===== src/rtl/mc_control_fsm_pkg.sv =====
// Shared encodings for the multicycle control sequencer and the datapath muxes:
// state codes, mux select codes, instruction class codes and the Moore control bundle.
package mc_control_fsm_pkg;

  typedef enum logic [3:0] {
    ST_BOOT     = 4'd0,
    ST_FETCH    = 4'd1,
    ST_DECODE   = 4'd2,
    ST_MEMADR   = 4'd3,
    ST_MEMREAD  = 4'd4,
    ST_MEMWB    = 4'd5,
    ST_MEMWRITE = 4'd6,
    ST_EXECR    = 4'd7,
    ST_EXECI    = 4'd8,
    ST_ALUWB    = 4'd9,
    ST_BRANCH   = 4'd10
  } state_t;

  localparam logic [1:0] SRCB_WDATA = 2'b00;
  localparam logic [1:0] SRCB_IMM   = 2'b01;
  localparam logic [1:0] SRCB_FOUR  = 2'b10;

  localparam logic [1:0] RES_ALUOUT = 2'b00;
  localparam logic [1:0] RES_DATA   = 2'b01;
  localparam logic [1:0] RES_ALU    = 2'b10;

  localparam logic [1:0] OP_DP      = 2'b00;
  localparam logic [1:0] OP_MEM     = 2'b01;
  localparam logic [1:0] OP_BRANCH  = 2'b10;
  localparam logic [1:0] OP_ILLEGAL = 2'b11;

  localparam int FUNCT_IMM_BIT = 5;
  localparam int FUNCT_L_BIT   = 0;

  // Outputs that depend only on the current state.
  typedef struct packed {
    logic       adr_src;
    logic       alu_src_a;
    logic [1:0] alu_src_b;
    logic [1:0] result_src;
    logic       alu_op;
    logic       reg_w;
    logic       mem_w;
    logic       branch;
    logic       instr_done;
  } ctrl_t;

endpackage


===== src/rtl/mc_output_decode.sv =====
// Purely combinational state-to-control map for the Moore outputs of the sequencer.
module mc_output_decode
  import mc_control_fsm_pkg::*;
(
  input  state_t state_i,
  output ctrl_t  ctrl_o
);

  always_comb begin
    ctrl_o = '0;
    case (state_i)
      ST_FETCH: begin
        ctrl_o.alu_src_a  = 1'b1;
        ctrl_o.alu_src_b  = SRCB_FOUR;
        ctrl_o.result_src = RES_ALU;
      end
      // PC+8 lands on the result bus so R15 reads correctly during execute.
      ST_DECODE: begin
        ctrl_o.alu_src_a  = 1'b1;
        ctrl_o.alu_src_b  = SRCB_FOUR;
        ctrl_o.result_src = RES_ALU;
      end
      ST_MEMADR: begin
        ctrl_o.alu_src_b = SRCB_IMM;
      end
      ST_MEMREAD: begin
        ctrl_o.adr_src    = 1'b1;
        ctrl_o.result_src = RES_ALUOUT;
      end
      ST_MEMWB: begin
        ctrl_o.result_src = RES_DATA;
        ctrl_o.reg_w      = 1'b1;
        ctrl_o.instr_done = 1'b1;
      end
      ST_MEMWRITE: begin
        ctrl_o.adr_src    = 1'b1;
        ctrl_o.result_src = RES_ALUOUT;
        ctrl_o.mem_w      = 1'b1;
      end
      ST_EXECR: begin
        ctrl_o.alu_src_b = SRCB_WDATA;
        ctrl_o.alu_op    = 1'b1;
      end
      ST_EXECI: begin
        ctrl_o.alu_src_b = SRCB_IMM;
        ctrl_o.alu_op    = 1'b1;
      end
      ST_ALUWB: begin
        ctrl_o.result_src = RES_ALUOUT;
        ctrl_o.reg_w      = 1'b1;
        ctrl_o.instr_done = 1'b1;
      end
      ST_BRANCH: begin
        ctrl_o.alu_src_b  = SRCB_IMM;
        ctrl_o.result_src = RES_ALU;
        ctrl_o.branch     = 1'b1;
        ctrl_o.instr_done = 1'b1;
      end
      default: ctrl_o = '0;
    endcase
  end

endmodule


===== src/rtl/mc_control_fsm.sv =====
// Multicycle control sequencer: state register, next-state logic and the few
// outputs that also depend on mem_ready / op in the current cycle.
module mc_control_fsm
  import mc_control_fsm_pkg::*;
(
  input  logic       clk,
  input  logic       rst_n,
  input  logic [1:0] op,
  input  logic [5:0] funct,
  input  logic       mem_ready,
  output logic       ir_write,
  output logic       next_pc,
  output logic       adr_src,
  output logic       alu_src_a,
  output logic [1:0] alu_src_b,
  output logic [1:0] result_src,
  output logic       alu_op,
  output logic       reg_w,
  output logic       mem_w,
  output logic       branch,
  output logic       instr_done,
  output logic       illegal_op,
  output logic [3:0] state_o
);

  state_t state_q, state_d;
  ctrl_t  ctrl;
  logic   unused_funct;

  assign unused_funct = ^funct[4:1];

  always_ff @(posedge clk or negedge rst_n) begin
    if (!rst_n) state_q <= ST_BOOT;
    else        state_q <= state_d;
  end

  always_comb begin
    state_d = state_q;
    case (state_q)
      ST_BOOT:   state_d = ST_FETCH;
      ST_FETCH:  state_d = mem_ready ? ST_DECODE : ST_FETCH;
      ST_DECODE: begin
        case (op)
          OP_MEM:    state_d = ST_MEMADR;
          OP_DP:     state_d = funct[FUNCT_IMM_BIT] ? ST_EXECI : ST_EXECR;
          OP_BRANCH: state_d = ST_BRANCH;
          default:   state_d = ST_FETCH;
        endcase
      end
      ST_MEMADR:   state_d = funct[FUNCT_L_BIT] ? ST_MEMREAD : ST_MEMWRITE;
      ST_MEMREAD:  state_d = mem_ready ? ST_MEMWB : ST_MEMREAD;
      ST_MEMWB:    state_d = ST_FETCH;
      ST_MEMWRITE: state_d = mem_ready ? ST_FETCH : ST_MEMWRITE;
      ST_EXECR:    state_d = ST_ALUWB;
      ST_EXECI:    state_d = ST_ALUWB;
      ST_ALUWB:    state_d = ST_FETCH;
      ST_BRANCH:   state_d = ST_FETCH;
      default:     state_d = ST_BOOT;
    endcase
  end

  mc_output_decode u_output_decode (
    .state_i (state_q),
    .ctrl_o  (ctrl)
  );

  // A store completes only on the cycle the memory accepts it.
  always_comb begin
    adr_src    = ctrl.adr_src;
    alu_src_a  = ctrl.alu_src_a;
    alu_src_b  = ctrl.alu_src_b;
    result_src = ctrl.result_src;
    alu_op     = ctrl.alu_op;
    reg_w      = ctrl.reg_w;
    mem_w      = ctrl.mem_w;
    branch     = ctrl.branch;
    instr_done = ctrl.instr_done | ((state_q == ST_MEMWRITE) & mem_ready);
    ir_write   = (state_q == ST_FETCH) & mem_ready;
    next_pc    = (state_q == ST_FETCH) & mem_ready;
    illegal_op = (state_q == ST_DECODE) & (op == OP_ILLEGAL);
    state_o    = state_q;
  end

endmodule


===== config.mk =====
export PLATFORM = sky130hd
export DESIGN_NAME = mc_control_fsm
export DESIGN_NICKNAME = d
export VERILOG_FILES = /design/src/rtl/mc_control_fsm_pkg.sv /design/src/rtl/mc_output_decode.sv /design/src/rtl/mc_control_fsm.sv
export SDC_FILE = /design/constraint.sdc
export NUM_CORES = 1
export LEC_CHECK = 0
export ABC_AREA = 1
export CAP_MARGIN = 40
export CORE_AREA = 2 2 39 41
export CTS_CLUSTER_SIZE = 16
export DETAILED_ROUTE_END_ITERATION = 8
export DIE_AREA = 0 0 41 43
export GPL_TIMING_DRIVEN = 0
export HOLD_SLACK_MARGIN = 0.06
export PLACE_DENSITY = 0.88
export SYNTH_ARGS = -nofsm -noshare
export SYNTH_HDL_FRONTEND = slang
export SYNTH_HIERARCHICAL = 1
export SYNTH_SLANG_ARGS = --single-unit
export TNS_END_PERCENT = 1

===== constraint.sdc =====
create_clock -name clk -period 2.8 [get_ports clk]
set_input_delay 0.56 -clock clk [delete_from_list [all_inputs] [get_ports clk]]
set_output_delay 0.56 -clock clk [all_outputs]
set_load 0.01 [all_outputs]

Yosys cells after proc, flatten, opt, wreduce, memory -nomap -nowiden

Index checks and enable logic that the tools add are counted.

Bits in registers: 4
Input port bits: 11
Word-level logic and storage cells: 44

Eq/ne operators: 13
Muxes and demuxes: 16
Bitwise operators: 4
Reductions and logical operators: 10

Operator list:

| operator             | count |
|---|---|
| $pmux W4 S7          | 1 |
| $eq A4 B3 Y1 const B | 4 |
| $eq A4 B4 Y1 const B | 3 |
| $pmux W4 S3          | 1 |
| $reduce_or A3 Y1     | 3 |
| $eq A4 B2 Y1 const B | 2 |
| $mux W1              | 8 |
| $pmux W2 S2          | 2 |
| $reduce_or A2 Y1     | 4 |
| $eq A2 B2 Y1 const B | 2 |
| $eq A4 B1 Y1 const B | 1 |
| $logic_not A4 Y1     | 1 |
| $mux W2              | 2 |
| $mux W4              | 1 |
| $reduce_or A4 Y1     | 1 |
| $and A1 B1 Y1        | 3 |
| $mux W3              | 1 |
| $eq A2 B1 Y1 const B | 1 |
| $logic_not A2 Y1     | 1 |
| $or A1 B1 Y1         | 1 |

Depth between registers and ports, before layout

Gate-level depths: netlist (run 1).

Word-level depth: 4
Depth in mapped cells: 6
Gate-level depth less buffers: 6

Modules after synthesis

The synthesis (run 1) kept the hierarchy.

By module, submodules not included:

| module           | times used | cells each | area an instance (um^2) | sequential area each (um^2) |
|---|---|---|---|---|
| mc_control_fsm   | 1          | 53         | 346.6                   | 100.1 |
| mc_output_decode | 1          | 32         | 131.4                   | 0.0 |

Least setup slack after synthesis (run 1)

Ideal clock, no wire load.

Path type: register -> output
Start: register state_q[3], in the netlist state_o[3]
End: output instr_done
Arrival time: 1.067 ns
Required time: 2.240 ns
Slack: 1.173 ns
Cell stages (with the launch flop): 6
Buffers on the path: 0
Path through: dfrtp_1 > inv_1 > nor2_2 > nand3_1 > nand2_1 > o21bai_1

RTL lines:

| element                  | RTL line             | source |
|---|---|---|
| start: declaration       | mc_control_fsm.sv:26 | `state_t state_q, state_d;` |
| start signal: assignment | mc_control_fsm.sv:34 | `else state_q <= state_d;` |
| end: declaration         | mc_control_fsm.sv:21 | `output logic instr_done,` |

Final worst setup path (run 1)

Start: input mem_ready
End: output next_pc

Word-level cells in the longest chain between the ends: 1

Ends and longest elaborated chain:

| element            | RTL line             | source |
|---|---|---|
| start: declaration | mc_control_fsm.sv:10 | `input logic mem_ready,` |
| $and A1 B1 Y1      | mc_control_fsm.sv:79 | `next_pc = (state_q == ST_FETCH) & mem_ready;` |
| end: declaration   | mc_control_fsm.sv:12 | `output logic next_pc,` |

Every way passes these cells.

==> results.cfg, run 1 <==
[critical_path]
slowest_delay_ns = 0.53
critPathBufInv = 3
worstPathRequired_ns = 2.24
cpMostUsedCell = clkdlybuf4s50_1
cp_slowest_cell = clkdlybuf4s50_1
endpoint_kind = output pin
cp_cell_sequence = clkdlybuf4s50_1, nand2_1, nor2_4, buf_4, clkdlybuf4s50_1
critical_path_arrival_ns = 1.99
crit_family = buffers and inverters
crit_path_max_fanout = 4
worstSetupStartpointType = primary input
path_class = primary input to output pin

[global_routing]
antenna_found_initial = 0
grt_pass1_vias = 544
grt_max_degree = 12
grt_pass1_wl_um = 2110
grt-ovfl-total = 0
grt_usage_pct = 18.3

[pwr]
powerDensity_mw_per_mm2 = 1030
vdd_ir_drop_max_mv = 0.425
p_leak_nw = 0.396

[timing]
rsz0062_at_grt = no
layout_min_cycle_time_ns = 2.55
fmax_mhz = 392
finClkSkew_ns = 0.00258
fin_crit_sh_pct = 91.0
setup_viol = 0
hold_viol = 0
maxSlewViolCount = 0
worstMarginPinSlew_ns = 0.365
relSlewSlack_pct = 75.7
tns_ns = 0

[logic_synthesis]
synth_cell_types = 16
yosys_warnings = 6
synth_nets = 96
synth.avg_cell_area_sq_um = 5.62
synthCells = 85
syn-cell-area_sq_um = 478
ys_seq_area_share_pct = 20.9
ys_ff_latch = 4

[clock_network]
insertion_delay_ns = 0.24
ctsResizeCount = 0
clkTransAtPathRegs_ns = 0.04
postCtsSetupBuffers = 0
cts-root-buf = clkbuf_4
cts_hold_buf = 0
clockBufferDepth = 2
cts_sinks = 4
numCtsBuffers = 3
tritoncts = done
cts.htree.levels = 1

[final_layout]
final_nets = 125
drive_gt1_share_pct = 20.5
fillers = 155
largest_reg_flops = 4
final_area_sq_um = 761
antennaDiodeCount = 0
area_delta_synth_final_pct = 59.2
layoutNonFillerInstCount = 128

[floorplan]
fp-row-count = 14
core_area_sq_mm = 0.00138
die_h_um = 43
initial_core_util_pct = 34.5
die-area_sq_mm = 0.00176
die_x_um = 41
io_pins = 29

[routing]
top_layer = met3
routed_via_density = 4.73
dr.pass1.iters = 4
wl_um = 1270
m1WireLength_um = 503
drcViolationCount = 0
dr.first_iter.drc_count = 8
wire_per_inst_um = 9.90
wl_met2_um = 686
dr_wl_met3_um = 77
vias = 606
ant_nets = 0

[place]
place.gp.congestion = 0.882
numPlacedInstances = 125
placedInstanceArea_sq_um = 738
dp_hpwl_um = 1010
numPortBuffers = 24

[run_status]
status = completed

[hold_path]
min_path_type = primary input to asynchronous set/reset pin

[flow_run]
cap_violations = 0
[area by class of cell]
class                      count  area [sq um]  share of cell area (%)
tap                           16          20.0                    2.63
buffer                         1          7.51                   0.987
inverter                      20          75.1                    9.87
multi-input combinational     60           295                    38.8
sequential                     4           100                    13.2
timing repair buffer          24           240                    31.6
clock buffer                   3          22.5                    2.96
[layer usage]
layer,GRT usage (%),vias up
li1,-,312
met1,17.9,270
met2,30.3,24
met3,6.28,0
met4,12.0,0
met5,0,-
[kinds of logic after synthesis]
| kind of cell | Yosys count | share of synthesized area (%) |
|---|---|---|
| AO/OA/AOI/OAI | 4 | 5.50 |
| buffers and inverters | 21 | 17.3 |
| AND/OR/NAND/NOR | 56 | 56.3 |
| flip-flops | 4 | 20.9 |
[layout by cell type (no fill, tap or decap), types with 2 or more instances in the layout]
| cell type | count |
|---|---|
| nand2_1 | 22 |
| clkdlybuf4s50_1 | 24 |
| o21ai_1 | 2 |
| inv_1 | 15 |
| nand4_1 | 2 |
| nor2_2 | 6 |
| nand2_2 | 5 |
| inv_2 | 5 |
| dfrtp_1 | 4 |
| nand3_1 | 9 |
| clkbuf_4 | 3 |
| nor2_1 | 9 |
[cells in the mapped netlist]
| library cell | n | area share [%] |
|---|---|---|
| nor3_1 | 1 | 1.0 |
| inv_2 | 5 | 3.9 |
| a21oi_2 | 1 | 1.8 |
| nand4_1 | 2 | 2.6 |
| dfrtp_1 | 4 | 21 |
| o21ai_1 | 2 | 2.1 |
| nor2_1 | 9 | 7.1 |
| nand2_2 | 5 | 6.5 |
| buf_4 | 1 | 1.6 |
| inv_1 | 15 | 12 |
| nor2_2 | 6 | 7.9 |
| nand2_1 | 22 | 17 |
| nand3_2 | 1 | 2.1 |
| nor2_4 | 1 | 2.4 |
| nand3_1 | 9 | 9.4 |
| o21bai_1 | 1 | 1.6 |
[through the flow]
stage	power [mW]	util (%)	hold WS [ns]	setup WS [ns]
after CTS	0.783	55.0	0.526	0.247
final	0.780	55.0	0.519	0.251
after floorplan	0.447	-	0.264	1.17
after detailed placement	0.707	53.3	0.714	0.255
after global placement	0.690	53.3	0.706	0.273
after global routing	0.857	55.0	0.517	0.218
[path summary, 6_finish.rpt]
path	startpoint	endpoint	slack, ns	depth (start not counted)
setup / recovery	mem_ready	next_pc	0.25	5
hold / removal	rst_n	state_o[1]$_DFF_PN0_	0.52	1
setup reg to reg	state_o[1]$_DFF_PN0_	state_o[1]$_DFF_PN0_	1.66	5
hold reg to reg	state_o[3]$_DFF_PN0_	state_o[3]$_DFF_PN0_	0.72	2
max in group asynchronous	rst_n	state_o[3]$_DFF_PN0_	2.12	1
min in group clk	state_o[3]$_DFF_PN0_	state_o[3]$_DFF_PN0_	0.72	2
[power breakdown]
group | internal (mW) | switching, mW
logic | 0.276 | 0.286
clock network | 0.0480 | 0.0248
registers | 0.0809 | 0.0648
Power figures use the tool's default switching activity.
==> run 2, diff against run 1 <==
--- a/config.mk
+++ b/config.mk
@@ -14,6 +14,7 @@
 export GPL_TIMING_DRIVEN = 0
 export HOLD_SLACK_MARGIN = 0.06
 export PLACE_DENSITY = 0.88
+export SLEW_MARGIN = 20
 export SYNTH_ARGS = -nofsm -noshare
 export SYNTH_HDL_FRONTEND = slang
 export SYNTH_HIERARCHICAL = 1
==> results of run 2 <==
The final DEF is identical to that of run 1; final timing and power are the same.
==> run 3, diff against run 2 <==
--- a/config.mk
+++ b/config.mk
@@ -8,12 +8,14 @@
 export ABC_AREA = 1
 export CAP_MARGIN = 40
 export CORE_AREA = 2 2 39 41
+export CTS_BUF_LIST = sky130_fd_sc_hd__clkbuf_8 sky130_fd_sc_hd__clkbuf_16
 export CTS_CLUSTER_SIZE = 16
 export DETAILED_ROUTE_END_ITERATION = 8
 export DIE_AREA = 0 0 41 43
 export GPL_TIMING_DRIVEN = 0
 export HOLD_SLACK_MARGIN = 0.06
 export PLACE_DENSITY = 0.88
+export SKIP_CTS_REPAIR_TIMING = 1
 export SLEW_MARGIN = 20
 export SYNTH_ARGS = -nofsm -noshare
 export SYNTH_HDL_FRONTEND = slang
==> results.cfg, run 3 (synthesis gave the netlist of run 1 again) <==
[pwr]
p_comb_share_pct = 67.9
p_leak_nw = 0.404
p_int_uw = 448
pwr-share-clk_pct = 14.5
p_switching_uw = 378
powerDensity_mw_per_mm2 = 1060
vdd_ir_drop_max_mv = 0.510
swShare_pct = 45.8
power_frac_seq_pct = 17.5

[place]
dp_hpwl_um = 1010
numPortBuffers = 24
place.gp.congestion = 0.882
placedInstanceArea_sq_um = 738

[final_layout]
final_area_sq_um = 779
antennaDiodeCount = 0
layout_common_cells = clkdlybuf4s50_1, nand2_1, inv_1, nand3_1, nor2_1
area_delta_synth_final_pct = 63.1
largest_reg_flops = 4
final_nets = 125
post-route-util_pct = 56.3
fillers = 158
drive_gt1_share_pct = 20.5
layout_commonest_cell = clkdlybuf4s50_1

[critical_path]
cpMostUsedCell = clkdlybuf4s50_1
r2r_cells = 5
worstPathRequired_ns = 2.24
slowest_delay_ns = 0.53
path_depth = 5
critPathBufInv = 3
critical_path_arrival_ns = 1.99
crit_path_max_fanout = 4
r2r_start = state_o[1]$_DFF_PN0_
crit_family = buffers and inverters
path_class = primary input to output pin
cp-endpoint = next_pc
cp_slowest_cell = clkdlybuf4s50_1
r2r_end = state_o[1]$_DFF_PN0_
worstSetupStartpointType = primary input
cp-startpoint = mem_ready
cp_cell_sequence = clkdlybuf4s50_1, nand2_1, nor2_4, buf_4, clkdlybuf4s50_1
endpoint_kind = output pin
r2r_setup_slack_ns = 1.66

[timing]
rsz0062_at_grt = no
relSlewSlack_pct = 76.0
finClkSkew_ns = 0.00147
fmax_mhz = 392
hold_viol = 0
holdWs_ns = 0.543
setup_viol = 0
tns_ns = 0
fin_crit_sh_pct = 91.0
worstMarginPinSlew_ns = 0.360
maxSlewViolCount = 0
layout_min_cycle_time_ns = 2.55

[clock_network]
clkTransAtPathRegs_ns = 0.03
cts-root-buf = clkbuf_8
numCtsBuffers = 3
cts_sinks = 4
clockBufferDepth = 2
cts.htree.levels = 1
insertion_delay_ns = 0.22
tritoncts = done

[global_routing]
grt_pass1_vias = 545
grt-ovfl-total = 0
grt_usage_pct = 18.1
grt_pass1_wl_um = 2130
antenna_found_initial = 0
grt_max_degree = 12

[floorplan]
core_area_sq_mm = 0.00138
die_x_um = 41
initial_core_util_pct = 34.5
fp-row-count = 14
die-area_sq_mm = 0.00176
die_h_um = 43
io_pins = 29

[routing]
drcViolationCount = 0
vias = 610
ant_nets = 0
dr.first_iter.drc_count = 8
wire_per_inst_um = 9.90
dr.pass1.iters = 4
routed_via_density = 4.77
wl_um = 1270

[hold_path]
min_path_type = primary input to asynchronous set/reset pin

[flow_run]
cap_violations = 0

[run_status]
status = completed
[run 3: cell types whose count changed in the layout (fill, tap and decap cells not counted)]
cell	change
clkbuf_4	-3
clkbuf_8	+3
[run 3: through the flow]
| stage | power, mW | instances | setup slack (ns) |
|---|---|---|---|
| CTS | 0.832 | 128 | 0.247 |
| global route | 0.907 | 128 | 0.218 |
| global placement | 0.690 | 125 | 0.273 |
| detailed placement | 0.707 | 125 | 0.255 |
| finish | 0.827 | 128 | 0.251 |
| floorplan | 0.447 | 85 | 1.17 |
[run 3: layout make-up]
| cell class | instances | area (sq um) | share of cell area (%) |
|---|---|---|---|
| timing repair buffer | 24 | 240 | 30.8 |
| tap | 16 | 20.0 | 2.57 |
| clock buffer | 3 | 41.3 | 5.30 |
| inverter | 20 | 75.1 | 9.63 |
| buffer | 1 | 7.51 | 0.963 |
| sequential | 4 | 100 | 12.8 |
| multi-input combinational | 60 | 295 | 37.9 |
[run 3: power groups by stage]
stage / clock [mW] / sequential, mW / combinational, mW
global route: 0.128 / 0.154 / 0.625
finish: 0.120 / 0.145 / 0.562
global placement: 0 / 0.144 / 0.546
detailed placement: 0 / 0.148 / 0.559
CTS: 0.122 / 0.145 / 0.565
floorplan: 0 / 0.143 / 0.303
[run 3: routing by layer]
metal | track usage (%) | wire [um] | vias to the layer above
met5 | 0 | 0 | -
met3 | 4.71 | 76 | 3
met1 | 17.9 | 473 | 272
met2 | 31.6 | 699 | 24
met4 | 10.0 | 17 | 0
li1 | - | - | 311
[run 3: how the worst min path moves through the flow]
stage                              start  cells after the start  slack [ns]                   end
floorplan                          rst_n                      0        0.26  state_o[0]$_DFF_PN0_
global placement    state_o[3]$_DFF_PN0_                      2        0.71  state_o[3]$_DFF_PN0_
detailed placement  state_o[3]$_DFF_PN0_                      2        0.71  state_o[3]$_DFF_PN0_
CTS                                rst_n                      1        0.55  state_o[0]$_DFF_PN0_
global route                       rst_n                      1        0.55  state_o[0]$_DFF_PN0_
finish                             rst_n                      1        0.54  state_o[1]$_DFF_PN0_
[run 3: worst reg2reg max path, delay by kind of cell, from the launching register on]
family | cells | cell delay [ns]
DFF | 1 | 0.55
buffers and inverters | 1 | 0.16
and+or+nand+nor | 4 | 0.32
